$ cat config.mk
export PLATFORM = sky130hd
export DESIGN_NAME = pulse_pacer
export DESIGN_NICKNAME = d
export VERILOG_FILES = /design/src/rtl/pulse_pkg.sv /design/src/rtl/pend_counter.sv /design/src/rtl/pulse_pacer.sv
export SDC_FILE = /design/constraint.sdc
export NUM_CORES = 1
export LEC_CHECK = 0
export CELL_PAD_IN_SITES_DETAIL_PLACEMENT = 1
export CELL_PAD_IN_SITES_GLOBAL_PLACEMENT = 1
export CORE_MARGIN = 8
export CORE_UTILIZATION = 41
export CTS_CLUSTER_SIZE = 20
export DETAILED_ROUTE_END_ITERATION = 8
export PLACE_DENSITY_LB_ADDON = 0.1
export SYNTH_ARGS = -nofsm -noshare
export SYNTH_HDL_FRONTEND = slang
export SYNTH_SLANG_ARGS = --single-unit
$ cat constraint.sdc
create_clock -name fclk -period 4.87 [get_ports fclk]
set_input_delay 0.487 -clock fclk [delete_from_list [all_inputs] [get_ports fclk]]
set_output_delay 0.487 -clock fclk [all_outputs]
set_load 0.01 [all_outputs]
$ cat src/rtl/pulse_pkg.sv
// Shared types and defaults for the fast-domain pulse pacer and its integration.
package pulse_pkg;

  typedef enum logic [1:0] {
    IDLE = 2'd0,
    FIRE = 2'd1,
    GAP  = 2'd2
  } pacer_state_t;

  localparam int MIN_GAP_DEFAULT = 8;
  localparam int CNT_W_DEFAULT   = 4;

endpackage

$ cat src/rtl/pend_counter.sv
// Saturating up/down backlog counter; an increment at full scale is dropped and flagged.
module pend_counter #(
  parameter int CNT_W = 4
) (
  input  logic             fclk,
  input  logic             reset,
  input  logic             inc,
  input  logic             dec,
  output logic [CNT_W-1:0] cnt,
  output logic             sat_drop
);

  localparam logic [CNT_W-1:0] PEND_MAX = '1;

  logic [CNT_W-1:0] cnt_reg;
  logic [CNT_W-1:0] cnt_next;

  // Simultaneous inc and dec cancel, so a full counter can still accept that event.
  assign sat_drop = inc && !dec && (cnt_reg == PEND_MAX);

  always_comb begin
    cnt_next = cnt_reg;
    if (inc && !dec && (cnt_reg != PEND_MAX)) begin
      cnt_next = cnt_reg + 1'b1;
    end else if (dec && !inc && (cnt_reg != '0)) begin
      cnt_next = cnt_reg - 1'b1;
    end
  end

  always_ff @(posedge fclk or negedge reset) begin
    if (!reset) begin
      cnt_reg <= '0;
    end else begin
      cnt_reg <= cnt_next;
    end
  end

  assign cnt = cnt_reg;

endmodule

$ cat src/rtl/pulse_pacer.sv
// Paces raw fast-domain events into 1-cycle pulses spaced MIN_GAP cycles apart
// so each one survives the downstream fast->slow->fast pulse synchronizer.
module pulse_pacer
  import pulse_pkg::*;
#(
  parameter int MIN_GAP = MIN_GAP_DEFAULT,
  parameter int CNT_W   = CNT_W_DEFAULT
) (
  input  logic             fclk,
  input  logic             reset,
  input  logic             en,
  input  logic             ev_in,
  input  logic             clr_ovf,
  output logic             f_pulse,
  output logic [CNT_W-1:0] pend_cnt,
  output logic             overflow,
  output logic             busy
);

  localparam int GAP_W = (MIN_GAP > 2) ? $clog2(MIN_GAP) : 1;
  localparam logic [GAP_W-1:0] GAP_LOAD = GAP_W'(MIN_GAP - 2);

  generate
    if (MIN_GAP < 2) begin : g_bad_gap
      $error("pulse_pacer: MIN_GAP must be at least 2");
    end
  endgenerate

  pacer_state_t     state_reg, state_next;
  logic [GAP_W-1:0] gap_cnt_reg, gap_cnt_next;
  logic             overflow_reg;
  logic             fire_start;
  logic             sat_drop;

  pend_counter #(
    .CNT_W (CNT_W)
  ) u_pend (
    .fclk     (fclk),
    .reset    (reset),
    .inc      (ev_in),
    .dec      (fire_start),
    .cnt      (pend_cnt),
    .sat_drop (sat_drop)
  );

  always_comb begin
    state_next   = state_reg;
    gap_cnt_next = gap_cnt_reg;
    fire_start   = 1'b0;
    case (state_reg)
      IDLE: begin
        if (en && (pend_cnt != '0)) begin
          state_next = FIRE;
          fire_start = 1'b1;
        end
      end
      FIRE: begin
        state_next   = GAP;
        gap_cnt_next = GAP_LOAD;
      end
      GAP: begin
        if (gap_cnt_reg != '0) begin
          gap_cnt_next = gap_cnt_reg - 1'b1;
        end else if (en && (pend_cnt != '0)) begin
          state_next = FIRE;
          fire_start = 1'b1;
        end else begin
          state_next = IDLE;
        end
      end
      default: begin
        state_next = IDLE;
      end
    endcase
  end

  always_ff @(posedge fclk or negedge reset) begin
    if (!reset) begin
      state_reg    <= IDLE;
      gap_cnt_reg  <= '0;
      overflow_reg <= 1'b0;
    end else begin
      state_reg   <= state_next;
      gap_cnt_reg <= gap_cnt_next;
      // A drop on the same edge as a clear keeps the flag set.
      if (sat_drop) begin
        overflow_reg <= 1'b1;
      end else if (clr_ovf) begin
        overflow_reg <= 1'b0;
      end
    end
  end

  assign f_pulse  = (state_reg == FIRE);
  assign overflow = overflow_reg;
  assign busy     = (state_reg != IDLE) || (pend_cnt != '0);

endmodule
# After elaboration in Yosys (flattened, before gate mapping)
# Cells that the tools add are included.
dict set report totals {
  out_inout_bits 7
  elab_cells 45
  inputBits 5
  reg_bits 10
}
dict set report classes {
  n_mux 13
  n_eq_ne 7
  n_reduce_logical 18
  add_sub_neg 3
}
# cell n
set ops {}
lappend ops {{4-bit 2-to-1 mux} 2}
lappend ops {{2-bit nonzero test} 4}
lappend ops {{1-bit logical AND} 6}
lappend ops {{2-bit inequality test, second input constant} 3}
lappend ops {{2-bit case mux with 3 select lines} 1}
lappend ops {{3-bit case mux with 2 select lines} 1}
lappend ops {{1-bit 2-to-1 mux} 5}
lappend ops {{4-bit by 1-bit adder with 4-bit output, second input constant} 1}
lappend ops {{4-bit equality test, second input constant} 1}
lappend ops {{2-bit 2-to-1 mux} 2}
lappend ops {{4-bit inequality test, second input constant} 1}
lappend ops {{2-bit AND reduction} 2}
lappend ops {{4-bit nonzero test} 1}
lappend ops {{4-bit by 1-bit subtractor with 4-bit output, second input constant} 1}
lappend ops {{3-bit 2-to-1 mux} 1}
lappend ops {{3-bit nonzero test} 1}
lappend ops {{3-bit by 1-bit subtractor with 3-bit output, second input constant} 1}
lappend ops {{2-bit by 1-bit equality test with 1-bit output, second input constant} 1}
lappend ops {{2-bit equality test, second input constant} 1}
lappend ops {{1-bit logical NOT} 2}
lappend ops {{2-bit logical NOT} 1}
lappend ops {{1-bit case mux with 2 select lines} 1}
lappend ops {{1-bit logical OR} 1}

# Depth between registers and ports, before layout
dict set report depth {
  depth_word 9
  mapped_depth 10
  ltp_nobuf 10
}

# Cells and area by module
# From an unflattened synthesis, not the netlist that was laid out.
dict set report hier_totals {
  hier_cells 57
  hier_area_um2 603.1
}
# mod area_each_um2 n_inst cells_each seq_area_each_um2
set by_module_without_submodules {}
lappend by_module_without_submodules {pulse_pacer 339.1 1 36 150.1}
lappend by_module_without_submodules {pend_counter 264.0 1 21 100.1}

# Least setup slack after synthesis
# No wires, ideal clock.
dict set report synth_path {
  path_type {register to register}
  start {register gap_cnt_reg[0]}
  end {register u_pend.cnt_reg[3] (netlist: u_pend.cnt[3])}
  required_time_ns 4.741
  stages_incl_launch_ff 11
  arrival_ns 2.451
  setup_ns 0.129
  period_less_slack_ns 2.580
  n_path_buf 0
  slack_ns 2.290
  path_cell_list {dfrtp_1 -> inv_1 -> ha_1 -> nand2b_4 -> a2111oi_4 -> or2_1 -> ha_1 -> a21oi_1 -> a211oi_1 -> mux2_4 -> xor2_1}
}
dict set report synth_via {
  elab_chain_len 7
  word_cells_on_any_way 10
  cone_classes {3 x mux; 7 x reduce/logical}
}
# item line
set synth_rtl {}
lappend synth_rtl {{start, declared} pulse_pacer.sv:30} ;# logic [GAP_W-1:0] gap_cnt_reg, gap_cnt_next;
lappend synth_rtl {{start signal, assigned} pulse_pacer.sv:84} ;# gap_cnt_reg <= gap_cnt_next;
lappend synth_rtl {{3-bit nonzero test (*)} pulse_pacer.sv:62} ;# if (gap_cnt_reg != '0) begin
lappend synth_rtl {{1-bit 2-to-1 mux (*)} pulse_pacer.sv:62}
lappend synth_rtl {{1-bit case mux with 2 select lines (*)} pulse_pacer.sv:50} ;# case (state_reg)
lappend synth_rtl {{1-bit logical NOT} pend_counter.sv:23} ;# if (inc && !dec && (cnt_reg != PEND_MAX)) begin
lappend synth_rtl {{1-bit logical AND (2 in a row)} pend_counter.sv:23}
lappend synth_rtl {{4-bit 2-to-1 mux / 2-bit nonzero test (equally long branches)} -}
lappend synth_rtl {{end signal, assigned} pend_counter.sv:34} ;# cnt_reg <= cnt_next;
lappend synth_rtl {{end, declared} pend_counter.sv:15} ;# logic [CNT_W-1:0] cnt_reg;
# Every way passes the cells marked *; elsewhere a longest branch is shown, timed or not.
# A chain may end at the register's enable or synchronous reset.

# Worst setup path in the final report
# Same ends and word-level chain as after synthesis.

==> results.json <==
{
  "slew_headroom_pct": 56.49,
  "io-pin-count": 12,
  "rsz0062_at_grt": "false",
  "syn_area_um2": 668.1,
  "grt_max_degree": 11,
  "drive_gt1_share_pct": 10.26,
  "portBuffers": 11,
  "ff2ff_setup_slack_ns": 2.05,
  "gp_congestion": 0.7418,
  "antenna_cells": 0,
  "syn_avg_cell_area_um2": 10.12,
  "finClkSkew_ns": 0.0003330,
  "post-route-period-util_pct": 57.92,
  "numClockSinks": 10,
  "grt_pass1_wl_um": 2663,
  "critPathLaunch": "gap_cnt_reg[0]$_DFFE_PN0P_",
  "rows": 14,
  "grt.overflow.total": 0,
  "r2r_end": "u_pend.cnt[3]$_DFFE_PN0P_",
  "endpoint_kind": "flip-flop",
  "vias": 532,
  "yosysTopAreaCell": "dfrtp_1",
  "maxCapViolCount": 0,
  "slowest_delay_ns": 0.67,
  "drc": 0,
  "reg2reg_depth": 10,
  "min_period_ns": 2.821,
  "crit_fanout": 9,
  "die_h_um": 56.37,
  "cts_hold_buf": 0,
  "cts.repair.resized": 0,
  "syn_nets": 76,
  "ys_seq_area_share_pct": 37.45,
  "core_um2": 1524,
  "drtIter0Drc": 2,
  "synth_edf_count": 0,
  "viasPerCell": 5.660,
  "async_flop_share_pct": 100.0,
  "cts_tree": "done",
  "dpl.cell_count": 91,
  "stdcell_count": 94,
  "root_buffer": "clkbuf_4",
  "ys_types": 31,
  "grt_util_all_layers_pct": 10.20,
  "final_nets": 90,
  "fmax_mhz": 354.5,
  "clkLatencyLatePin_ns": 0.26,
  "dieWidth_um": 56.37,
  "antenna_found_initial": 0,
  "status": "complete, no violations",
  "cts_buffers": 3,
  "slowest_stage": "a2111oi_4",
  "n_fill_cell": 184,
  "holdCritPathClass": "flip-flop to flip-flop",
  "grt_pass1_vias": 581,
  "dp_hpwl_um": 1134,
  "worstReg2RegStart": "gap_cnt_reg[0]$_DFFE_PN0P_",
  "critPathKind": "flip-flop to flip-flop",
  "synth.area.top_cells": "dfrtp_1 (37%), ha_1 (7.5%), mux2i_1 (6.0%)",
  "crit_required_ns": 5.01,
  "crit_path_end": "u_pend.cnt[3]$_DFFE_PN0P_",
  "drv_slew": 0,
  "fin_setup_tns_ns": 0,
  "ys_ff_latch": 10,
  "total_leakage_power_nw": 0.3570,
  "ys_warn_count": 0,
  "first_pass_iters": 2,
  "synth_top_area_share_pct": 37.45,
  "setup_violations": 0,
  "worst-slew-pin-transition_ns": 0.6527,
  "avgRoutedWirePerCell_um": 15.15,
  "crit_chain": "inv_1 -> ha_1 -> nand2b_4 -> a2111oi_4 -> or2_1 -> ha_1 -> a21oi_1 -> a211oi_1 -> mux2_4 -> xor2_1",
  "routed_wl_um": 1424,
  "post-cts-setup-buffers": 0,
  "largest_register_ffs": 4,
  "postSynthCellCount": 66,
  "netlist_top_cells_count": "dfrtp_1 (10), nand2_1 (10), inv_1 (5)",
  "area_delta_synth_final_pct": 21.72,
  "htreeDepth": 1,
  "irDropWorstVdd_uv": 280.6,
  "path_common_cell": "ha_1",
  "dieArea_um2": 3178,
  "synthFlopType": "dfrtp_1",
  "power_density_nw_per_um2": 662.8,
  "clkTransAtPathRegs_ns": 0.06,
  "crit_arrival_ns": 2.96,
  "cts_buffer_depth": 2,
  "start_kind": "flip-flop",
  "final_hold_viol_count": 0,
  "initial_core_util_pct": 43.84,
  "drt.antenna.violating_nets": 0
}
routing by layer:
layer / global-route usage [%] / share of wire [%] / up-vias
met5: 0 / 0 / -
met4: 0 / 0 / 0
met3: 5.618 / 6.3 / 0
met2: 16.96 / 47 / 11
met1: 11.91 / 47 / 263
li1: - / - / 258
cells in the final DEF (no fill, tap or decap):
master / count
xor2_1: 1
inv_1: 5
clkdlybuf4s50_1: 11
mux2i_1: 4
nor4_2: 1
nand3_1: 1
a22o_1: 1
o32ai_1: 1
mux2_4: 1
nor3_1: 1
a21oi_1: 2
nor2b_1: 1
nand4_1: 1
and3_1: 1
nand2_1: 10
a2111oi_4: 1
ha_1: 4
fa_1: 1
and4_2: 1
or2_1: 1
xnor2_1: 2
o21ai_0: 2
a211oi_1: 1
clkbuf_4: 3
nand2b_1: 1
clkinv_1: 1
dfrtp_1: 10
a22oi_1: 4
nand2b_4: 1
o21a_1: 1
nor2_1: 1
o21bai_1: 1
worst max-delay path: cells and delay by family, from the launching register on:
kind,cells,cell delay (ns)
AO/OA/AOI/OAI,3,0.94
XOR/XNOR,1,0.14
adder cells (fa/ha/maj),2,0.50
buffers and inverters,1,0.11
flip-flops,1,0.39
multiplexers,1,0.27
AND/OR/NAND/NOR,2,0.35
kinds of logic after synthesis:
logic type               after synthesis  synth area share [%]
AO/OA/AOI/OAI                         14                 17.61
adder cells (fa/ha/maj)                5                 10.49
flip-flops                            10                 37.45
multiplexers                           5                 8.239
AND/OR/NAND/NOR                       21                 17.79
XOR/XNOR                               3                 3.933
buffers and inverters                  8                 4.495
layout make-up:
type | instances | area (µm²) | share of cell area, %
Multi-Input combinational cell | 48 | 387.9 | 47.69
Sequential cell | 10 | 250.2 | 30.77
Timing Repair Buffer | 11 | 110.1 | 13.54
Clock buffer | 3 | 22.52 | 2.769
Inverter | 6 | 22.52 | 2.769
Tap cell | 16 | 20.02 | 2.462
power by group:
group	switching (W)	total, W	internal [W]
Sequential	0.0000670	0.000189	0.000122
Clock	0.0000245	0.0000529	0.0000283
Combinational	0.000137	0.000297	0.000160
through the flow:
step | cell area (µm²) | hold slack, ns | utilization [%] | total power [W] | setup WS [ns]
floorplan | 668.1 | 0.1914 | - | 0.0003878 | 2.290
global placement | 790.8 | 0.4816 | 51.89 | 0.0004783 | 1.919
detailed placement | 790.8 | 0.5102 | 51.89 | 0.0004900 | 1.877
CTS | 813.3 | 0.5233 | 53.37 | 0.0005498 | 2.023
global route | 813.3 | 0.5777 | 53.37 | 0.0005968 | 1.808
finish | 813.3 | 0.5138 | 53.37 | 0.0005390 | 2.049
worst min path at each step:
stage / slack [ns] / start / cells past startpoint / to
final: 0.51 / gap_cnt_reg[2]$_DFFE_PN0P_ / 2 / gap_cnt_reg[2]$_DFFE_PN0P_
after global routing: 0.58 / reset / 1 / gap_cnt_reg[2]$_DFFE_PN0P_
after CTS: 0.52 / gap_cnt_reg[2]$_DFFE_PN0P_ / 2 / gap_cnt_reg[2]$_DFFE_PN0P_
after detailed placement: 0.51 / gap_cnt_reg[2]$_DFFE_PN0P_ / 2 / gap_cnt_reg[2]$_DFFE_PN0P_
after global placement: 0.48 / gap_cnt_reg[2]$_DFFE_PN0P_ / 2 / gap_cnt_reg[2]$_DFFE_PN0P_
after floorplan: 0.19 / reset / 0 / gap_cnt_reg[0]$_DFFE_PN0P_
No activity file was read; power rests on OpenSTA's default activity.
